**src/rtl/pipe_stage_skid_if.sv**
```systemverilog
// Valid/ready handshake bundle between two pipeline stages, plus the stage's
// flush and occupancy sideband.
interface pipe_stage_skid_if #(
  parameter int DATA_W = 35,
  parameter int CTRL_W = 11
);
  logic              in_valid;
  logic              in_ready;
  logic [DATA_W-1:0] in_data;
  logic [CTRL_W-1:0] in_ctrl;
  logic              flush;
  logic              out_valid;
  logic              out_ready;
  logic [DATA_W-1:0] out_data;
  logic [CTRL_W-1:0] out_ctrl;
  logic [1:0]        occupancy;

  modport master (
    output in_valid, in_data, in_ctrl, flush, out_ready,
    input  in_ready, out_valid, out_data, out_ctrl, occupancy
  );

  modport slave (
    input  in_valid, in_data, in_ctrl, flush, out_ready,
    output in_ready, out_valid, out_data, out_ctrl, occupancy
  );
endinterface

```
**src/rtl/pipe_stage_skid.sv**
```systemverilog
// Pipeline-stage register with a one-entry skid buffer so in_ready comes
// straight from a flop; an empty stage always presents zeroed control (bubble).
module pipe_stage_skid #(
  parameter int DATA_W = 35,
  parameter int CTRL_W = 11
) (
  input  logic              clk,
  input  logic              rst,
  pipe_stage_skid_if.slave  bus
);

  typedef enum logic [1:0] {
    EMPTY = 2'd0,
    ONE   = 2'd1,
    FULL  = 2'd2
  } state_t;

  state_t            state_r;
  logic [DATA_W-1:0] m_data_r;
  logic [DATA_W-1:0] s_data_r;
  logic [CTRL_W-1:0] s_ctrl_r;
  // Main control is kept pre-masked, so it reads zero whenever the stage is empty.
  logic [CTRL_W-1:0] out_ctrl_r;
  logic              out_valid_r;
  logic              in_ready_r;
  logic [1:0]        occupancy_r;
  logic              accept_s;
  logic              consume_s;

  assign accept_s  = bus.in_valid & in_ready_r;
  assign consume_s = out_valid_r & bus.out_ready;

  assign bus.in_ready  = in_ready_r;
  assign bus.out_valid = out_valid_r;
  assign bus.out_data  = m_data_r;
  assign bus.out_ctrl  = out_ctrl_r;
  assign bus.occupancy = occupancy_r;

  // Stage state machine: occupancy transitions, payload moves and registered outputs.
  always_ff @(posedge clk) begin
    if (rst) begin
      state_r     <= EMPTY;
      m_data_r    <= '0;
      s_data_r    <= '0;
      s_ctrl_r    <= '0;
      out_ctrl_r  <= '0;
      out_valid_r <= 1'b0;
      in_ready_r  <= 1'b1;
      occupancy_r <= 2'd0;
    end else if (bus.flush) begin
      // A same-cycle consume has already been sampled downstream; the accept is dropped.
      state_r     <= EMPTY;
      out_ctrl_r  <= '0;
      out_valid_r <= 1'b0;
      in_ready_r  <= 1'b1;
      occupancy_r <= 2'd0;
    end else begin
      case (state_r)
        EMPTY: begin
          if (accept_s) begin
            m_data_r    <= bus.in_data;
            out_ctrl_r  <= bus.in_ctrl;
            out_valid_r <= 1'b1;
            occupancy_r <= 2'd1;
            state_r     <= ONE;
          end
        end
        ONE: begin
          if (accept_s && consume_s) begin
            m_data_r   <= bus.in_data;
            out_ctrl_r <= bus.in_ctrl;
          end else if (accept_s) begin
            s_data_r    <= bus.in_data;
            s_ctrl_r    <= bus.in_ctrl;
            in_ready_r  <= 1'b0;
            occupancy_r <= 2'd2;
            state_r     <= FULL;
          end else if (consume_s) begin
            out_ctrl_r  <= '0;
            out_valid_r <= 1'b0;
            occupancy_r <= 2'd0;
            state_r     <= EMPTY;
          end
        end
        FULL: begin
          if (consume_s) begin
            m_data_r    <= s_data_r;
            out_ctrl_r  <= s_ctrl_r;
            in_ready_r  <= 1'b1;
            occupancy_r <= 2'd1;
            state_r     <= ONE;
          end
        end
        default: begin
          out_ctrl_r  <= '0;
          out_valid_r <= 1'b0;
          in_ready_r  <= 1'b1;
          occupancy_r <= 2'd0;
          state_r     <= EMPTY;
        end
      endcase
    end
  end

endmodule

```
**src/flat_wrapper.sv**
```systemverilog
// flat-port wrapper written by rule: the top's interface ports become plain ports
module pipe_stage_skid_flat 
#(
  parameter int DATA_W = 35,
  parameter int CTRL_W = 11
)
  (clk, rst, bus_in_valid, bus_in_data, bus_in_ctrl, bus_flush, bus_out_ready, bus_in_ready, bus_out_valid, bus_out_data, bus_out_ctrl, bus_occupancy);
  pipe_stage_skid_if #(.DATA_W(DATA_W), .CTRL_W(CTRL_W)) bus_i ();
  input  logic clk;
  input  logic rst;
  input wire logic [$bits(bus_i.in_valid)-1:0] bus_in_valid;
  input wire logic [$bits(bus_i.in_data)-1:0] bus_in_data;
  input wire logic [$bits(bus_i.in_ctrl)-1:0] bus_in_ctrl;
  input wire logic [$bits(bus_i.flush)-1:0] bus_flush;
  input wire logic [$bits(bus_i.out_ready)-1:0] bus_out_ready;
  output wire logic [$bits(bus_i.in_ready)-1:0] bus_in_ready;
  output wire logic [$bits(bus_i.out_valid)-1:0] bus_out_valid;
  output wire logic [$bits(bus_i.out_data)-1:0] bus_out_data;
  output wire logic [$bits(bus_i.out_ctrl)-1:0] bus_out_ctrl;
  output wire logic [$bits(bus_i.occupancy)-1:0] bus_occupancy;
  assign bus_i.in_valid = bus_in_valid;
  assign bus_i.in_data = bus_in_data;
  assign bus_i.in_ctrl = bus_in_ctrl;
  assign bus_i.flush = bus_flush;
  assign bus_i.out_ready = bus_out_ready;
  assign bus_in_ready = bus_i.in_ready;
  assign bus_out_valid = bus_i.out_valid;
  assign bus_out_data = bus_i.out_data;
  assign bus_out_ctrl = bus_i.out_ctrl;
  assign bus_occupancy = bus_i.occupancy;
  pipe_stage_skid #(.DATA_W(DATA_W), .CTRL_W(CTRL_W)) u_core (.clk(clk), .rst(rst), .bus(bus_i));
endmodule
```
**config.mk**
```make
export PLATFORM = sky130hd
export DESIGN_NAME = pipe_stage_skid_flat
export DESIGN_NICKNAME = d
export VERILOG_FILES = /design/src/rtl/pipe_stage_skid_if.sv /design/src/rtl/pipe_stage_skid.sv /design/src/flat_wrapper.sv
export SDC_FILE = /design/constraint.sdc
export NUM_CORES = 1
export LEC_CHECK = 0
export CAP_MARGIN = 20
export CORE_ASPECT_RATIO = 0.8
export CORE_MARGIN = 2
export CORE_UTILIZATION = 49
export DETAILED_ROUTE_END_ITERATION = 7
export GPL_ROUTABILITY_DRIVEN = 0
export GPL_TIMING_DRIVEN = 0
export PLACE_DENSITY = 0.88
export SLEW_MARGIN = 20
export SYNTH_ARGS = -nofsm -noshare
export SYNTH_HDL_FRONTEND = slang
export SYNTH_SLANG_ARGS = --single-unit
```
**constraint.sdc**
```tcl
create_clock -name clk -period 1.7 [get_ports clk]
set_clock_uncertainty 0.1 [all_clocks]
set_input_delay 0.425 -clock clk [delete_from_list [all_inputs] [get_ports clk]]
set_output_delay 0.425 -clock clk [all_outputs]
set_load 0.01 [all_outputs]
```
### After elaboration in Yosys (flattened, before gate mapping)

Cells that the tools add are included.

* add/sub/neg operators: 0
* $mul: 0
* div/mod/pow operators: 0
* $lt $le $gt $ge: 0
* equality and inequality tests: 12
* shift operators: 0
* muxes and demuxes: 25
* bitwise logic cells: 6
* reduce and logical (&&, ||, !) cells: 10

Operators with widths (number)
* 35-bit 2-to-1 mux: 3
* 35-bit one-hot mux with 3 select lines: 1
* 11-bit 2-to-1 mux: 5
* 11-bit one-hot mux with 3 select lines: 1
* 4-bit AND reduction: 4
* 2-bit 2-to-1 mux: 5
* 2-bit by 1-bit inequality test with 1-bit output (second input constant): 5
* 5-bit AND reduction: 2
* 1-bit 2-to-1 mux: 7
* 3-bit by 1-bit inequality test with 1-bit output (second input constant): 2
* 1-bit one-hot mux with 3 select lines: 2
* 2-bit one-hot mux with 3 select lines: 1
* 2-bit inequality test (second input constant): 2
* 1-bit inverter: 4
* 3-bit inequality test (second input constant): 1
* 3-bit nonzero test: 1
* 1-bit bitwise AND: 2
* 2-bit by 1-bit equality test with 1-bit output (second input constant): 1
* 2-bit equality test (second input constant): 1
* 2-bit logical NOT: 1
* 2-bit OR reduction: 1
* 1-bit logical AND: 1

* register bits: 96
* bits in latches: 0
* RAM bits: 0
* ROM bits: 0
* bits of input ports: 51
* output and inout bits: 50
* logic and storage cells: 60
* memories kept: 0

### Longest topological paths before layout

Gate-level depths: netlist of run 1.

* depth in word-level cells: 5
* mapped depth: 7
* depth with buffers taken out: 4

### Least setup slack after synthesis of run 1

OpenSTA, ideal clock, no wires.

* path kind: flip-flop to flip-flop
* from: register u_core.bus.occupancy[0] (netlist name)
* to: register u_core.s_ctrl_r[0]
* setup time: 70 ps
* data arrival time: 1488 ps
* required time: 1530 ps
* path slack: 42 ps
* stages on the path, launching flop included: 8
* buffers on the path: 3
* period minus slack after synthesis: 1658 ps
* cell sequence: dfxtp_1 > buf_2 > a21boi_2 > nor3b_1 > buf_2 > buf_4 > nand2_1 > a21oi_1

RTL lines
* end signal: assignment: RTL line pipe_stage_skid.sv:74 `s_ctrl_r <= bus.in_ctrl;`
* end: declaration: RTL line pipe_stage_skid.sv:21 `logic [CTRL_W-1:0] s_ctrl_r;`

==> reports/results.ini, run 1 <==
[floorplan]
num_rows=29
die_width_um=105
start_util_pct=50.2
ios=101
core_um2=7910
die_h_um=84.5
die_area_um2=8840

[synth]
syn_nets=502
yosysSeqAreaShare_pct=48.4
syn_area_um2=3970
ys_types=31
yosysWarnings=0
synth_edf_count=0
synth-async-reset-ratio_pct=0
syn_inst=451
yosysTopAreaCellShare_pct=48.4
synth.area.top_cells=dfxtp_1 (48%), a21oi_1 (11%), nand2_1 (10%), mux2i_1 (8.8%), a311oi_1 (7.7%)
yosys.area.top_type=dfxtp_1
synth.avg_cell_area_um2=8.80
synth_ff_type=dfxtp_1
yosys_register_bits=96

[clocking]
cts_max_path_buffers=2
clkSlewWorstSetupHoldPaths_ps=90
cts_hold_buf=0
numClockSinks=96
insertion_delay_ps=370
htreeDepth=3
cts-root-buf=clkbuf_8
cts_tree=built
cts_buffers=9

[final_layout]
fin_nets=635
fillers=569
syn_to_final_growth_pct=48.8
drive_above_1_share_pct=20.0
n_antenna_cell=0

[route]
ant_nets=0
drt_iter0_drc=269
drtPass1Iterations=5
vias=4165
routedWlPerCell_um=19.8
viasPerCell=5.98
drc=0
drt-total-wl_mm=13.8

[global_route]
grt_use_total_pct=26.3
gr-total-overflow=0
grt_pass1_wl_mm=18.6
antenna_found_initial=0
grt_pass1_vias=3839
grt_max_degree=17
grtUsageMet3_pct=6.13
top_usage_layer=met2
gr-usage-met2_pct=46.2
grt.met1_usage_pct=31.6

[run]
cap_violations=0

[timing]
period_share_pct=106
setup_viol=72
hold_violations=0
worstMarginPinSlew_ps=689
fin_ws_ps=-104
period_needed_ps=1800
max_clock_freq_ghz=0.554
timing.slew.headroom_pct=54.1
slew_violations=0
tns_ps=-2120
rsz0062_at_grt=true
timing.hold.ws_ps=353

[setup_path]
crit_fanout=6
cpMostUsedCell=buf_8
slowest_delay_ps=370
cp-end-kind=flop
start_kind=flop
critPathArrivalTime_ps=1960
path_cells=buf_8, nand3b_4, o22ai_4, buf_12, buf_8, a21oi_4, a311oi_2
critical-path-top-delay-family=compound AO/OA/AOI/OAI gates
crit_buf_inv=3
worst-setup-path-type=flop to flop
critPathSlowestCell=dfxtp_4
worstPathRequired_ps=1860

[power]
clkPwrFrac_pct=35.6
p_seq_share_pct=47.8
switchingPower_mw=1.30
switching_share_pct=25.8
peakVddDrop_mv=0.475
power_leakage_nw=2.49
combPwrFrac_pct=16.6
p_per_area_nw_per_um2=851
p_int_mw=3.72

[status]
outcome=finished with violations
violations=negative setup slack

[min_path]
hold_path_class=flop to flop

[placed_design]
hpwl_mm=7.85
io_buffers=100

==> registers in the layout, summed over array words and instances (netlist names) <==
register / cells
u_core.s_data_r: 35
u_core.s_ctrl_r: 11
u_core.bus.in_ready: 1
u_core.bus.occupancy: 2
u_core.bus.out_valid: 1
u_core.bus.out_ctrl: 11
u_core.bus.out_data: 35
==> metrics by stage <==
| stage | utilization, % | area (um2) | setup slack, ps | instances | total power [mW] |
|---|---|---|---|---|---|
| floorplan | - | 3970 | 41.9 | 451 | 2.77 |
| global placement | 64.5 | 5100 | -667 | 659 | 3.13 |
| detailed placement | 64.5 | 5100 | -691 | 659 | 3.15 |
| CTS | 69.5 | 5500 | -7.44 | 685 | 4.88 |
| global route | 74.6 | 5900 | -165 | 697 | 5.16 |
| finish | 74.6 | 5900 | -104 | 697 | 5.02 |
==> logic make-up after synthesis <==
logic type / Yosys count / share of synthesized area [%]
muxes: 35 / 8.83
buffers and inverters: 44 / 5.49
and+or+nand+nor: 124 / 13.0
DFF: 96 / 48.4
AOI/OAI and AO/OA: 152 / 24.2
==> worst register-to-register path, delay by kind of cell, from the launching register on <==
family	cells	cell delay, ps
AND/OR/NAND/NOR	1	180
buffers and inverters	3	440
flip-flops	1	370
AO/OA/AOI/OAI	3	640
==> power by group through the flow <==
stage	clock network [mW]	logic [mW]	registers (mW)
after global placement	0	0.685	2.44
after floorplan	0	0.300	2.47
final	1.79	0.834	2.40
after CTS	1.78	0.708	2.39
after detailed placement	0	0.705	2.44
after global routing	1.87	0.880	2.41
==> layout make-up <==
class | instances | area, um2 | area share, %
buffer | 42 | 345 | 5.85
inverter | 1 | 3.75 | 0.0636
clock inverter | 6 | 115 | 1.95
clock buffer | 10 | 128 | 2.16
tap | 108 | 135 | 2.29
sequential | 96 | 1940 | 32.8
timing repair buffer | 123 | 1190 | 20.2
multi-input combinational | 311 | 2040 | 34.6
==> what timing repair did <==
item,4_1_cts,5_1_grt
pin swaps,17,27
setup endpoints to repair,142,88
gates cloned,2,4
setup buffers,8,9
resized for setup,97,71
==> cells in the mapped netlist, types with 2 or more instances <==
cell type / count
buf_4: 8
dfxtp_1: 96
nor2_1: 4
nand2_1: 110
o21ai_0: 9
a22oi_1: 11
clkbuf_1: 21
a311oi_1: 35
mux2i_1: 35
a21oi_1: 87
buf_2: 12
nand3b_1: 2
o21ai_1: 3
==> per-layer routing <==
metal / wire length [um] / up-vias / part of all wire [%]
met4: 608 / 0 / 4.4
met2: 6850 / 246 / 50
met5: 0 / - / 0
met1: 5180 / 1976 / 38
li1: - / 1883 / -
met3: 1130 / 60 / 8.2
==> path summary, 6_finish.rpt <==
kind / from / slack, ps / to / cells after the start
worst max-delay path: u_core.bus.occupancy[1] / -100 / u_core.bus.out_data[16] / 7
worst min-delay path: u_core.bus.out_ctrl[8] / 350 / u_core.bus.out_ctrl[8] / 2
worst min register to register: u_core.bus.out_ctrl[8] / 350 / u_core.bus.out_ctrl[8] / 2
worst max register to register: u_core.bus.occupancy[1] / -100 / u_core.bus.out_data[16] / 7
==> layout by cell type (no fill, tap or decap), types with 6 or more instances in the layout <==
cell / n
buf_8: 7
mux2i_1: 34
clkdlybuf4s50_1: 46
dfxtp_1: 92
clkbuf_8: 10
a311oi_1: 29
buf_4: 21
o21ai_1: 7
a21oi_1: 57
a311oi_2: 6
a22oi_1: 11
buf_6: 10
nand2_1: 107
dlygate4sd2_1: 53
a21oi_2: 28
clkbuf_1: 16
Power figures use the tool's default switching activity.
==> inputs of run 2 (changes only) <==
--- a/config.mk
+++ b/config.mk
@@ -13,6 +13,7 @@
 export GPL_ROUTABILITY_DRIVEN = 0
 export GPL_TIMING_DRIVEN = 0
 export PLACE_DENSITY = 0.88
+export SKIP_CTS_REPAIR_TIMING = 1
 export SLEW_MARGIN = 20
 export SYNTH_ARGS = -nofsm -noshare
 export SYNTH_HDL_FRONTEND = slang
==> run 2 against run 1 <==
Net effect: the run still ends with negative setup slack left; critical path depth stayed put; hold slack better by 0.66 ps; sequential power hardly changed; register-to-register slack better by 20 ps; cell count stayed put; worst setup slack better by 23 ps; core utilization is 2.2 points higher; combinational power is 8.3% higher; highest routed layer unchanged; global-route usage is 2.0 points lower.
==> reports/results.ini, run 2 (synthesized netlist as in run 1, its figures left out) <==
[floorplan]
core_um2=7910  ; unchanged
ios=101  ; unchanged
num_rows=29  ; unchanged
die_h_um=84.5  ; unchanged
die_width_um=105  ; unchanged
die_area_um2=8840  ; unchanged
start_util_pct=50.2  ; unchanged

[status]
outcome=finished with violations
violations=negative setup slack

[clocking]
insertion_delay_ps=370  ; about the same
clkSlewWorstSetupHoldPaths_ps=90  ; about the same
cts_max_path_buffers=2  ; unchanged
cts_tree=built
cts-root-buf=clkbuf_8
cts_buffers=9  ; unchanged
htreeDepth=3  ; unchanged
numClockSinks=96  ; unchanged

[setup_path]
worstPathRequired_ps=1870  ; about the same
worst-setup-path-type=flop to flop
start_kind=flop
slowest_delay_ps=370  ; about the same
path_cells=buf_8, nand3b_4, o22ai_4, buf_12, buf_8, a21oi_1, a311oi_2
cpMostUsedCell=buf_8
critPathArrivalTime_ps=1960  ; about the same
cp-end-kind=flop
crit_fanout=6  ; unchanged
critPathSlowestCell=dfxtp_4

[final_layout]
mostFrequentLayoutCells=nand2_1 (110), dfxtp_1 (92), a21oi_1 (72), dlymetal6s2s_1 (54), clkdlybuf4s50_1 (46)
fin_nets=635  ; unchanged
layout_commonest_cell=nand2_1
syn_to_final_growth_pct=53.1
final_core_util_pct=76.8  ; +2.2 points
n_antenna_cell=0  ; unchanged
drive_above_1_share_pct=18.8  ; -1.2 points

[timing]
worstMarginPinSlew_ps=717  ; +28.0 ps
timing.slew.headroom_pct=52.2  ; -1.9 points
period_needed_ps=1780  ; -22.6 ps
fin_ws_ps=-81.2  ; +22.6 ps
hold_violations=0  ; unchanged
setup_viol=38  ; -47%
rsz0062_at_grt=true
tns_ps=-1140  ; +979 ps
period_share_pct=105  ; -1.3 points
slew_violations=0  ; unchanged
max_clock_freq_ghz=0.561  ; +1.3%

[min_path]
hold_path_class=input pin to flop

[route]
drc=0  ; unchanged
wl_met3_mm=1.09  ; -3.9%
wl_met1_mm=5.29  ; +2.0%
top_layer=met4
viasPerCell=6.00  ; +0.38%
ant_nets=0  ; unchanged
drt-total-wl_mm=13.6  ; -1.1%
vias=4181  ; +0.38%
met2_length_mm=6.70  ; -2.2%
routedWlPerCell_um=19.5  ; -1.1%
drtPass1Iterations=5  ; unchanged
drt_iter0_drc=315  ; +17%

[placed_design]
hpwl_mm=7.85  ; unchanged
io_buffers=100  ; unchanged

[global_route]
grt_pass1_vias=3694  ; -3.8%
grt_pass1_wl_mm=17.4  ; -6.5%
grt_max_degree=17  ; unchanged
antenna_found_initial=0  ; unchanged
gr-total-overflow=0  ; unchanged
grt_use_total_pct=24.3  ; -2.0 points

[run]
cap_violations=0  ; unchanged

[power]
p_per_area_nw_per_um2=839  ; -1.3%
peakVddDrop_mv=0.504  ; +6.0%
power_leakage_nw=3.14  ; +26%

[run 2: final cells by class]
class,instances,area (um2)
multi-input cells,311,2030
flip-flops and latches,96,1930
fillers,510,1830
repair buffers,122,1380
plain buffers,43,350
well taps,108,135
clock buffers,10,128
clock inverters,6,115
inverters,1,3.75
[run 2: final timing paths]
| path | from | end | slack (ps) | depth (start not counted) |
|---|---|---|---|---|
| worst max-delay path | u_core.bus.occupancy[1] | u_core.bus.out_data[8] | -80 | 7 |
| worst min-delay path | rst | u_core.bus.in_ready | 350 | 3 |
| worst max register to register | u_core.bus.occupancy[1] | u_core.bus.out_data[8] | -80 | 7 |
| worst min register to register | u_core.bus.out_ctrl[5] | u_core.bus.out_ctrl[5] | 350 | 2 |
[run 2: worst max-delay path: cells and delay by family, from the launching register on]
family	cells	cell delay (ps)
compound gates	3	600
buf+inv	3	430
flops	1	370
simple gates	1	190
[run 2: stage by stage]
step | std cells | total power, mW | hold slack [ps] | instance area (um2) | setup WS (ps)
6_report | 697 | 5.10 | 354 | 6080 | -81.2
5_1_grt | 697 | 5.25 | 374 | 6080 | -160
4_1_cts | 675 | 4.89 | 358 | 5350 | -400
3_3_place_gp | 659 | 3.13 | 341 | 5100 | -667
3_5_place_dp | 659 | 3.15 | 346 | 5100 | -691
2_1_floorplan | 451 | 2.77 | 336 | 3970 | 41.9
[run 2: report_power, final]
group          switching (mW)  internal (mW)
Combinational           0.444          0.459
Sequential             0.0635           2.34
Clock                   0.813          0.985
Total                    1.32           3.78
[run 2: routing by layer]
layer | up-vias | GRT usage (%)
li1 | 1877 | -
met1 | 2020 | 29.9
met2 | 234 | 41.7
met3 | 50 | 6.37
met4 | 0 | 8.48
met5 | - | 0
